--- src/rtl/vga_pkg.sv ---
`default_nettype none
// +--------------------------------------------------------------------------+
// | vga_pkg : 640x480@60 timing, scene colours, shadow-register layout        |
// | Rev 1.0                                                                   |
// +--------------------------------------------------------------------------+
package vga_pkg;

    localparam logic [9:0] H_VISIBLE = 10'd640;
    localparam logic [9:0] H_FRONT   = 10'd16;
    localparam logic [9:0] H_SYNC    = 10'd96;
    localparam logic [9:0] H_BACK    = 10'd48;
    localparam logic [9:0] H_TOTAL   = H_VISIBLE + H_FRONT + H_SYNC + H_BACK;

    localparam logic [9:0] V_VISIBLE = 10'd480;
    localparam logic [9:0] V_FRONT   = 10'd10;
    localparam logic [9:0] V_SYNC    = 10'd2;
    localparam logic [9:0] V_BACK    = 10'd33;
    localparam logic [9:0] V_TOTAL   = V_VISIBLE + V_FRONT + V_SYNC + V_BACK;

    localparam logic [9:0] H_SYNC_START = H_VISIBLE + H_FRONT;
    localparam logic [9:0] H_SYNC_END   = H_SYNC_START + H_SYNC;
    localparam logic [9:0] V_SYNC_START = V_VISIBLE + V_FRONT;
    localparam logic [9:0] V_SYNC_END   = V_SYNC_START + V_SYNC;

    localparam logic [11:0] BG    = 12'h000;
    localparam logic [11:0] OBJ   = 12'hFF0;
    localparam logic [11:0] PLY   = 12'h0F0;
    localparam logic [11:0] END   = 12'hF00;
    localparam logic [11:0] SCORE = 12'h0FF;
    localparam logic [11:0] MISS  = 12'hF0F;

    typedef struct packed {
        logic [11:0] x_begin;
        logic [11:0] y_begin;
        logic [11:0] p_x;
        logic [3:0]  score;
        logic [3:0]  miss;
        logic        end_show;
    } frame_regs_t;

    // 13-bit span test: start+len cannot wrap for any 12-bit start.
    function automatic logic in_span(input logic [12:0] pos,
                                     input logic [12:0] start,
                                     input logic [12:0] len);
        return (pos >= start) && (pos < start + len);
    endfunction

endpackage
`default_nettype wire

--- src/rtl/vga_timing.sv ---
`default_nettype none
// +--------------------------------------------------------------------------+
// | vga_timing : /4 pixel enable, h/v counters, sync decode, visible flag     |
// | Rev 1.0                                                                   |
// +--------------------------------------------------------------------------+
module vga_timing
    import vga_pkg::*;
(
    input  logic       clk,
    input  logic       rst,
    output logic       pe,
    output logic [9:0] h,
    output logic [9:0] v,
    output logic       visible,
    output logic       hsync_pre,
    output logic       vsync_pre
);

    logic [1:0] div;

    always_ff @(posedge clk or posedge rst) begin
        if (rst) begin
            div <= 2'd0;
        end else begin
            div <= div + 2'd1;
        end
    end

    assign pe = (div == 2'd3);

    always_ff @(posedge clk or posedge rst) begin
        if (rst) begin
            h <= 10'd0;
            v <= 10'd0;
        end else if (pe) begin
            if (h == H_TOTAL - 10'd1) begin
                h <= 10'd0;
                if (v == V_TOTAL - 10'd1) begin
                    v <= 10'd0;
                end else begin
                    v <= v + 10'd1;
                end
            end else begin
                h <= h + 10'd1;
            end
        end
    end

    assign visible   = (h < H_VISIBLE) && (v < V_VISIBLE);
    assign hsync_pre = !((h >= H_SYNC_START) && (h < H_SYNC_END));
    assign vsync_pre = !((v >= V_SYNC_START) && (v < V_SYNC_END));

endmodule
`default_nettype wire

--- src/rtl/vga_scene.sv ---
`default_nettype none
// +--------------------------------------------------------------------------+
// | vga_scene : per-frame input latch, sprite hit tests, colour priority mux  |
// | Optional score/miss bars: define VGA_SCORE_BAR_EN                          |
// | Rev 1.0                                                                   |
// +--------------------------------------------------------------------------+
module vga_scene
    import vga_pkg::*;
#(
    parameter int OBJ_W  = 40,
    parameter int OBJ_H  = 40,
    parameter int PLY_W  = 100,
    parameter int PLY_Y0 = 380
) (
    input  logic        clk,
    input  logic        rst,
    input  logic [11:0] x_begin,
    input  logic [11:0] y_begin,
    input  logic [11:0] p_x,
    input  logic [3:0]  score,
    input  logic [3:0]  miss,
    input  logic        end_show,
    output logic        hsync,
    output logic        vsync,
    output logic [11:0] rgb,
    output logic        frame_start
);

    localparam logic [12:0] OBJ_W13  = 13'(OBJ_W);
    localparam logic [12:0] OBJ_H13  = 13'(OBJ_H);
    localparam logic [12:0] PLY_W13  = 13'(PLY_W);
    localparam logic [12:0] PLY_Y013 = 13'(PLY_Y0);
    localparam logic [12:0] PLY_H13  = 13'd20;

    logic        pe;
    logic        visible;
    logic        hsync_pre;
    logic        vsync_pre;
    logic [9:0]  h;
    logic [9:0]  v;

    vga_timing u_timing (
        .clk       (clk),
        .rst       (rst),
        .pe        (pe),
        .h         (h),
        .v         (v),
        .visible   (visible),
        .hsync_pre (hsync_pre),
        .vsync_pre (vsync_pre)
    );

    // Latch at the start of vertical blanking so a frame never mixes positions.
    logic        latch_now;
    frame_regs_t shadow;

    assign latch_now = pe && (h == 10'd0) && (v == V_VISIBLE);

    always_ff @(posedge clk or posedge rst) begin
        if (rst) begin
            shadow      <= '0;
            frame_start <= 1'b0;
        end else begin
            frame_start <= latch_now;
            if (latch_now) begin
                shadow.x_begin  <= x_begin;
                shadow.y_begin  <= y_begin;
                shadow.p_x      <= p_x;
                shadow.score    <= score;
                shadow.miss     <= miss;
                shadow.end_show <= end_show;
            end
        end
    end

    logic [12:0] h13;
    logic [12:0] v13;
    logic        obj_hit;
    logic        ply_hit;

    assign h13     = {3'b000, h};
    assign v13     = {3'b000, v};
    assign obj_hit = in_span(h13, {1'b0, shadow.x_begin}, OBJ_W13) &&
                     in_span(v13, {1'b0, shadow.y_begin}, OBJ_H13);
    assign ply_hit = in_span(h13, {1'b0, shadow.p_x}, PLY_W13) &&
                     in_span(v13, PLY_Y013, PLY_H13);

`ifdef VGA_SCORE_BAR_EN
    logic score_hit;
    logic miss_hit;

    // Each point is a 16-pixel segment; a count of zero yields an empty bar.
    assign score_hit = (v < 10'd8) && (h13 < {5'b00000, shadow.score, 4'b0000});
    assign miss_hit  = (v >= 10'd8) && (v < 10'd16) &&
                       (h13 < {5'b00000, shadow.miss, 4'b0000});
`else
    logic unused_bars;
    assign unused_bars = ^{shadow.score, shadow.miss};
`endif

    logic [11:0] pix;

    always_comb begin
        pix = 12'h000;
        if (visible) begin
            if (shadow.end_show) begin
                pix = END;
            end else if (ply_hit) begin
                pix = PLY;
            end else if (obj_hit) begin
                pix = OBJ;
            end else begin
                pix = BG;
            end
`ifdef VGA_SCORE_BAR_EN
            if (score_hit) begin
                pix = SCORE;
            end else if (miss_hit) begin
                pix = MISS;
            end
`endif
        end
    end

    always_ff @(posedge clk or posedge rst) begin
        if (rst) begin
            hsync <= 1'b1;
            vsync <= 1'b1;
            rgb   <= 12'h000;
        end else if (pe) begin
            hsync <= hsync_pre;
            vsync <= vsync_pre;
            rgb   <= pix;
        end
    end

endmodule
`default_nettype wire
--- config.mk ---
export PLATFORM = sky130hd
export DESIGN_NAME = vga_scene
export DESIGN_NICKNAME = d
export VERILOG_FILES = /design/src/rtl/vga_pkg.sv /design/src/rtl/vga_timing.sv /design/src/rtl/vga_scene.sv
export SDC_FILE = /design/constraint.sdc
export NUM_CORES = 1
export LEC_CHECK = 0
export ABC_CLOCK_PERIOD_IN_PS = 2650
export CORE_ASPECT_RATIO = 1.75
export CORE_UTILIZATION = 56
export DETAILED_ROUTE_END_ITERATION = 10
export HOLD_SLACK_MARGIN = 0.02
export PLACE_DENSITY = 0.88
export SETUP_SLACK_MARGIN = 0.4
export SLEW_MARGIN = 40
export SYNTH_ARGS = -nofsm -noshare
export SYNTH_HDL_FRONTEND = slang
export SYNTH_HIERARCHICAL = 1
export SYNTH_SLANG_ARGS = --single-unit
--- constraint.sdc ---
create_clock -name clk -period 2.65 [get_ports clk]
set_input_delay 0.795 -clock clk [delete_from_list [all_inputs] [get_ports clk]]
set_output_delay 0.795 -clock clk [all_outputs]
set_load 0.01 [all_outputs]
======== Word level (Yosys, flattened, before mapping) ========
Cells that the tools add are included.
word-level totals
  bits of input ports ..................... 47
  register bits ........................... 74
  output and inout bits ................... 15
  logic and storage cells ................. 56
cells by class
  eq/ne operators ......................... 4
  order comparisons ....................... 14
  multiplexer cells ....................... 6
  $add $sub $neg .......................... 6
  reduce and logical (&&, ||, !) cells .... 15
operators by type and width
  kind                     number
  $mux W12                 4
  $lt A10 B13 Y1           3
  $ge A10 B12 Y1           3
  $lt A10 B9 Y1 const B    3
  $add A12 B6 Y13 const B  2
  $add A10 B1 Y10 const B  2
  $eq A10 B10 Y1 const B   2
  $ge A10 B9 Y1 const B    2
  $lt A10 B10 Y1 const B   2
  $mux W10                 2
  $add A12 B7 Y13 const B  1
  $logic_and A1 B1 Y1      11
  $eq A10 B9 Y1 const B    1
  $ge A10 B10 Y1 const B   1
  $logic_not A10 Y1        1
  $add A2 B1 Y2 const B    1
  $eq A2 B2 Y1 const B     1
  $logic_not A1 Y1         2
  $reduce_and A2 Y1        1

======== Logic depth before layout (Yosys ltp) ========
  depth in word-level cells ............... 8
  gate-level depth with buffers ........... 10
  depth with buffers taken out ............ 10

======== Modules after synthesis ========
Netlist, hierarchy kept.
modules (own cells, without submodules)
  module      area each (µm²)  times used  cells each  sequential area each (µm²)
  vga_scene   3370.7           1           362         1053.5
  vga_timing  1146.1           1           112         550.5

======== Worst setup path before layout ========
OpenSTA, ideal clock, no wires.
  kind .................................... register to register
  from .................................... reg shadow[24] in the netlist's numbering
  to ...................................... reg rgb[10]
  path buffers ............................ 0
  cell stages (with the launch flop) ...... 11
  arrival ................................. 2.203 ns
  period minus slack after synthesis ...... 2.295 ns
  required time ........................... 2.558 ns
  slack ................................... 0.355 ns
  setup time .............................. 0.092 ns
  cells stage by stage .................... dfrtp_1 -> ha_1 -> o21ai_2 -> xnor2_1 -> ha_1 -> a21oi_1 -> nor2b_1 -> o21ai_0 -> a31oi_2 -> or3_1 -> o31ai_2
on the way
  word-level cells in the longest chain between the ends .. 8
  elaborated cells between the ends (all ways) .. 9
  those cells by class .................... 1 x add/sub; 2 x order compare; 4 x mux; 2 x reduce/logical
RTL lines
  element                  RTL line          text
  from (decl)              vga_scene.sv:55   frame_regs_t shadow;
  $add A12 B6 Y13          vga_pkg.sv:45     return (pos >= start) && (pos < start + len);
  $lt A10 B13 Y1           vga_pkg.sv:45
  $logic_and A1 B1 Y1 (*)  vga_pkg.sv:45
  $logic_and A1 B1 Y1 (*)  vga_scene.sv:83   assign obj_hit = in_span(h13, {1'b0, shadow.x_begin}, OBJ_W13) &&
  $mux W12 (*)             vga_scene.sv:110  end else if (obj_hit) begin
  $mux W12 (*)             vga_scene.sv:108  end else if (ply_hit) begin
  $mux W12 (*)             vga_scene.sv:106  if (shadow.end_show) begin
  $mux W12 (*)             vga_scene.sv:105  if (visible) begin
  to (signal assigned)     vga_scene.sv:133  rgb <= pix;
  to (decl)                vga_scene.sv:25   output logic [11:0] rgb,
Every way passes the cells marked *; elsewhere a longest branch is shown, timed or not.
A chain may end at the register's enable or synchronous reset.

======== Final worst setup path ========
  from .................................... reg shadow[36] in the netlist's numbering
  to ...................................... reg rgb[10]
The elaborated chain is that of the path after synthesis.

==> impl_metrics.py <==
metrics = {
    "floorplanning": {
        "start_util": 0.5750,
        "die_h_um": 120.8,
        "dieArea_um2": 8443,
        "die_w_um": 69.89,
        "core-area_um2": 7855,
        "ioPinCount": 62,
        "rows": 43,
    },
    "global_routing": {
        "grt_max_degree": 43,
        "grt_use_total": 0.2799,
        "grt_first_pass_wirelength_um": 18350,
        "overflow": 0,
        "antenna_found_initial": 0,
        "grt_pass1_vias": 3940,
    },
    "clock_network": {
        "cts_tree": "built",
        "cts-htree-levels": 3,
        "holdBufCountCts": 0,
        "clkLatencyLatePin_ps": 340,
        "clockBufferDepth": 2,
        "clkTransAtPathRegs_ps": 50,
        "cts.sinks": 64,
        "root_buffer": "clkbuf_16",
        "numCtsBuffers": 9,
    },
    "synthesis": {
        "synth.yosys.seq_area_share": 0.3551,
        "yosysWarnings": 6,
        "synth_edf_count": 0,
        "synth_cell_types": 63,
        "ys_ff_latch": 64,
        "synthMuxAreaShare": 0.03740,
        "async_flop_share": 1.000,
        "netlist_area_um2": 4517,
        "synth-main-ff-cell": "dfrtp_1",
        "synth_compound_area_frac": 0.1490,
        "avgSynthCellArea_um2": 9.529,
        "synthSimpleGateAreaFrac": 0.1679,
        "synth_xor_area_frac": 0.05429,
        "synthAdderAreaFrac": 0.1662,
        "synth_cells": 474,
        "synth_top_family_by_area": "simple AND/OR/NAND/NOR gates",
    },
    "min_path": {
        "hp-start": "u_timing/div[0]",
        "min_path_cells": 1,
        "hold_path_end": "u_timing/div[0]",
        "hold_path_class": "register to register",
    },
    "routing": {
        "viasPerCell": 6.077,
        "drt-total-wl_um": 11180,
        "drt_iter0_markers": 261,
        "dr.pass1.iters": 5,
        "ant_nets": 0,
        "num_vias": 3877,
        "post_drt_wl_per_cell_um": 17.53,
        "drc": 0,
    },
    "worst_setup_path": {
        "path_cells": "a21oi_4 > nor3_2 > xnor2_1 > ha_1 > and4_4 > a21oi_2 > a31oi_2 > or3_1 > o31ai_2",
        "critPathArrivalTime_ps": 2670,
        "r2r_cells": 9,
        "crit_fanout": 3,
        "path_class": "register to register",
        "cp_slowest_cell": "dfrtp_2",
        "critPathCaptureType": "register",
        "startpoint_type": "register",
        "worstPathRequired_ps": 2900,
        "critPathMaxStageDelay_ps": 460,
        "timing.rr.end": "rgb[10]",
        "r2r_slack_ps": 230,
        "r2r_start": "shadow[36]",
    },
    "timing": {
        "hold_viol": 0,
        "drv_slew": 0,
        "finalSetupViolations": 0,
        "rsz0062_at_grt": "true",
        "finalCriticalPeriod_ps": 2418,
        "fmax_ghz": 0.4136,
        "tns_ps": 0,
        "fin_worst_skew_ps": 8.285,
        "fin_crit_sh": 0.9123,
    },
    "pwr": {
        "p_sw_uw": 450.8,
        "intPower_mw": 1.806,
        "p_per_area_nw_per_um2": 402.1,
        "comb_power_share": 0.036,
        "switching_share": 0.1998,
        "irDropWorstVdd_mv": 0.3083,
        "clkPwrFrac": 0.530,
        "leakage_nw": 2.647,
        "power_frac_seq": 0.434,
    },
    "final_layout": {
        "final_cell_mix": "ha_1 (57), dfrtp_1 (55), clkdlybuf4s50_1 (49), nand2_1 (44), inv_1 (44)",
        "diodes": 0,
        "syn2layout_area_growth_pct": 24.27,
        "layout_commonest_cell": "ha_1",
        "stdcell_count": 638,
        "fin_nets": 650,
        "drive_gt1_frac": 0.1533,
    },
    "placement": {
        "place_hpwl_um": 7957,
        "dp.cells": 608,
        "portBuffers": 49,
        "globalplace.congestion": 0.8605,
    },
    "job": {
        "max-cap-violations": 0,
    },
    "run_status": {
        "run_status": "finished, final reports clean",
    },
}
[Yosys cell counts, types with 2 or more instances]
cell type,n,area [um^2]
a211o_1,4,35.03
a21o_1,6,45.04
a21oi_1,15,75.07
a31oi_1,5,31.28
and2_1,2,12.51
and2b_2,2,17.52
and3_1,6,37.54
and4_1,6,52.55
buf_2,4,20.02
buf_4,13,97.59
buf_6,2,22.52
dfrtp_1,62,1551
dfstp_2,2,52.55
ha_1,60,750.7
inv_1,45,168.9
mux2_1,9,101.4
mux2_2,2,22.52
mux2i_1,3,30.03
nand2_1,44,165.2
nand2b_1,7,43.79
nand3_1,7,35.03
nand4_1,12,75.07
nor2_1,16,60.06
nor2b_1,4,25.02
nor3_1,11,55.05
nor3b_1,4,30.03
nor4_1,5,31.28
nor4b_1,3,26.28
o2111ai_1,5,43.79
o21ai_0,15,75.07
o21ai_1,31,155.2
o21ai_2,3,26.28
o22ai_1,2,12.51
or3_1,2,12.51
xnor2_1,21,183.9
xor2_1,7,61.31
[stage by stage]
stage                     power [mW]    util  hold WS, ps  setup WS [ps]  instance area (um^2)
after global routing           2.312  0.7146        463.9          161.0                  5613
after CTS                      2.268  0.7106        428.9          323.1                  5582
after floorplan                1.017       -        400.6          402.7                  4533
final                          2.257  0.7146        435.2          232.5                  5613
after global placement         1.076  0.6493        412.9          271.2                  5100
after detailed placement       1.078  0.6493        421.7          198.4                  5100
[power groups by stage]
| stage | registers [mW] | logic (mW) | clock network, mW |
|---|---|---|---|
| finish | 0.978 | 0.0819 | 1.20 |
| global route | 0.978 | 0.0897 | 1.24 |
| CTS | 0.978 | 0.0834 | 1.21 |
| detailed placement | 0.995 | 0.0829 | 0 |
| global placement | 0.995 | 0.0814 | 0 |
| floorplan | 0.995 | 0.0218 | 0 |
[logic make-up after synthesis]
logic type | after synthesis
AOI/OAI and AO/OA | 102
other | 1
DFF | 64
and+or+nand+nor | 139
adders and majority gates | 60
xor gates and xnor gates | 28
muxes | 15
buffers and inverters | 65
[layout make-up]
type	instances	area (um^2)
Clock buffer	13	260.3
Tap cell	90	112.6
Clock inverter	3	40.04
Fill cell	539	2242
Sequential cell	64	1613
Timing Repair Buffer	74	694.4
Inverter	46	172.7
Multi-Input combinational cell	348	2720
[critical path, delay by kind of cell (launching register included)]
kind,cells,cell delay [ps]
flops,1,460
fa+ha+maj,1,350
simple gates,3,670
xor+xnor,1,140
compound gates,4,710
[what timing repair did]
| item | in CTS | in global routing |
|---|---|---|
| hold endpoints to repair | 0 | 0 |
| pin swaps | 20 | 5 |
| setup endpoints to repair | 2 | 11 |
| resized for setup | 22 | 5 |
| setup buffers | 13 | 1 |
[how the worst max path moves through the flow]
stage	startpoint	endpoint	cells after the start
floorplan	shadow[24]	rgb[10]	10
global placement	shadow[24]	rgb[10]	10
detailed placement	shadow[24]	rgb[10]	9
CTS	shadow[25]	rgb[10]	10
global route	shadow[24]	rgb[10]	10
finish	shadow[36]	rgb[10]	9
[flip-flops by register name, indices dropped and copies added (netlist names)]
| signal | count |
|---|---|
| shadow | 37 |
| u_timing/h | 10 |
| u_timing/v | 10 |
| rgb | 2 |
| u_timing/div | 2 |
| frame_start | 1 |
| hsync | 1 |
| vsync | 1 |
[layer usage]
| metal | wire (um) | vias to the layer above | GRT usage |
|---|---|---|---|
| met5 | 0 | - | 0 |
| met4 | 620 | 0 | 0.2138 |
| met3 | 498 | 57 | 0.03917 |
| met2 | 5969 | 153 | 0.5012 |
| met1 | 4093 | 1844 | 0.2886 |
| li1 | - | 1823 | - |
(Power assumes the default switching activity.)
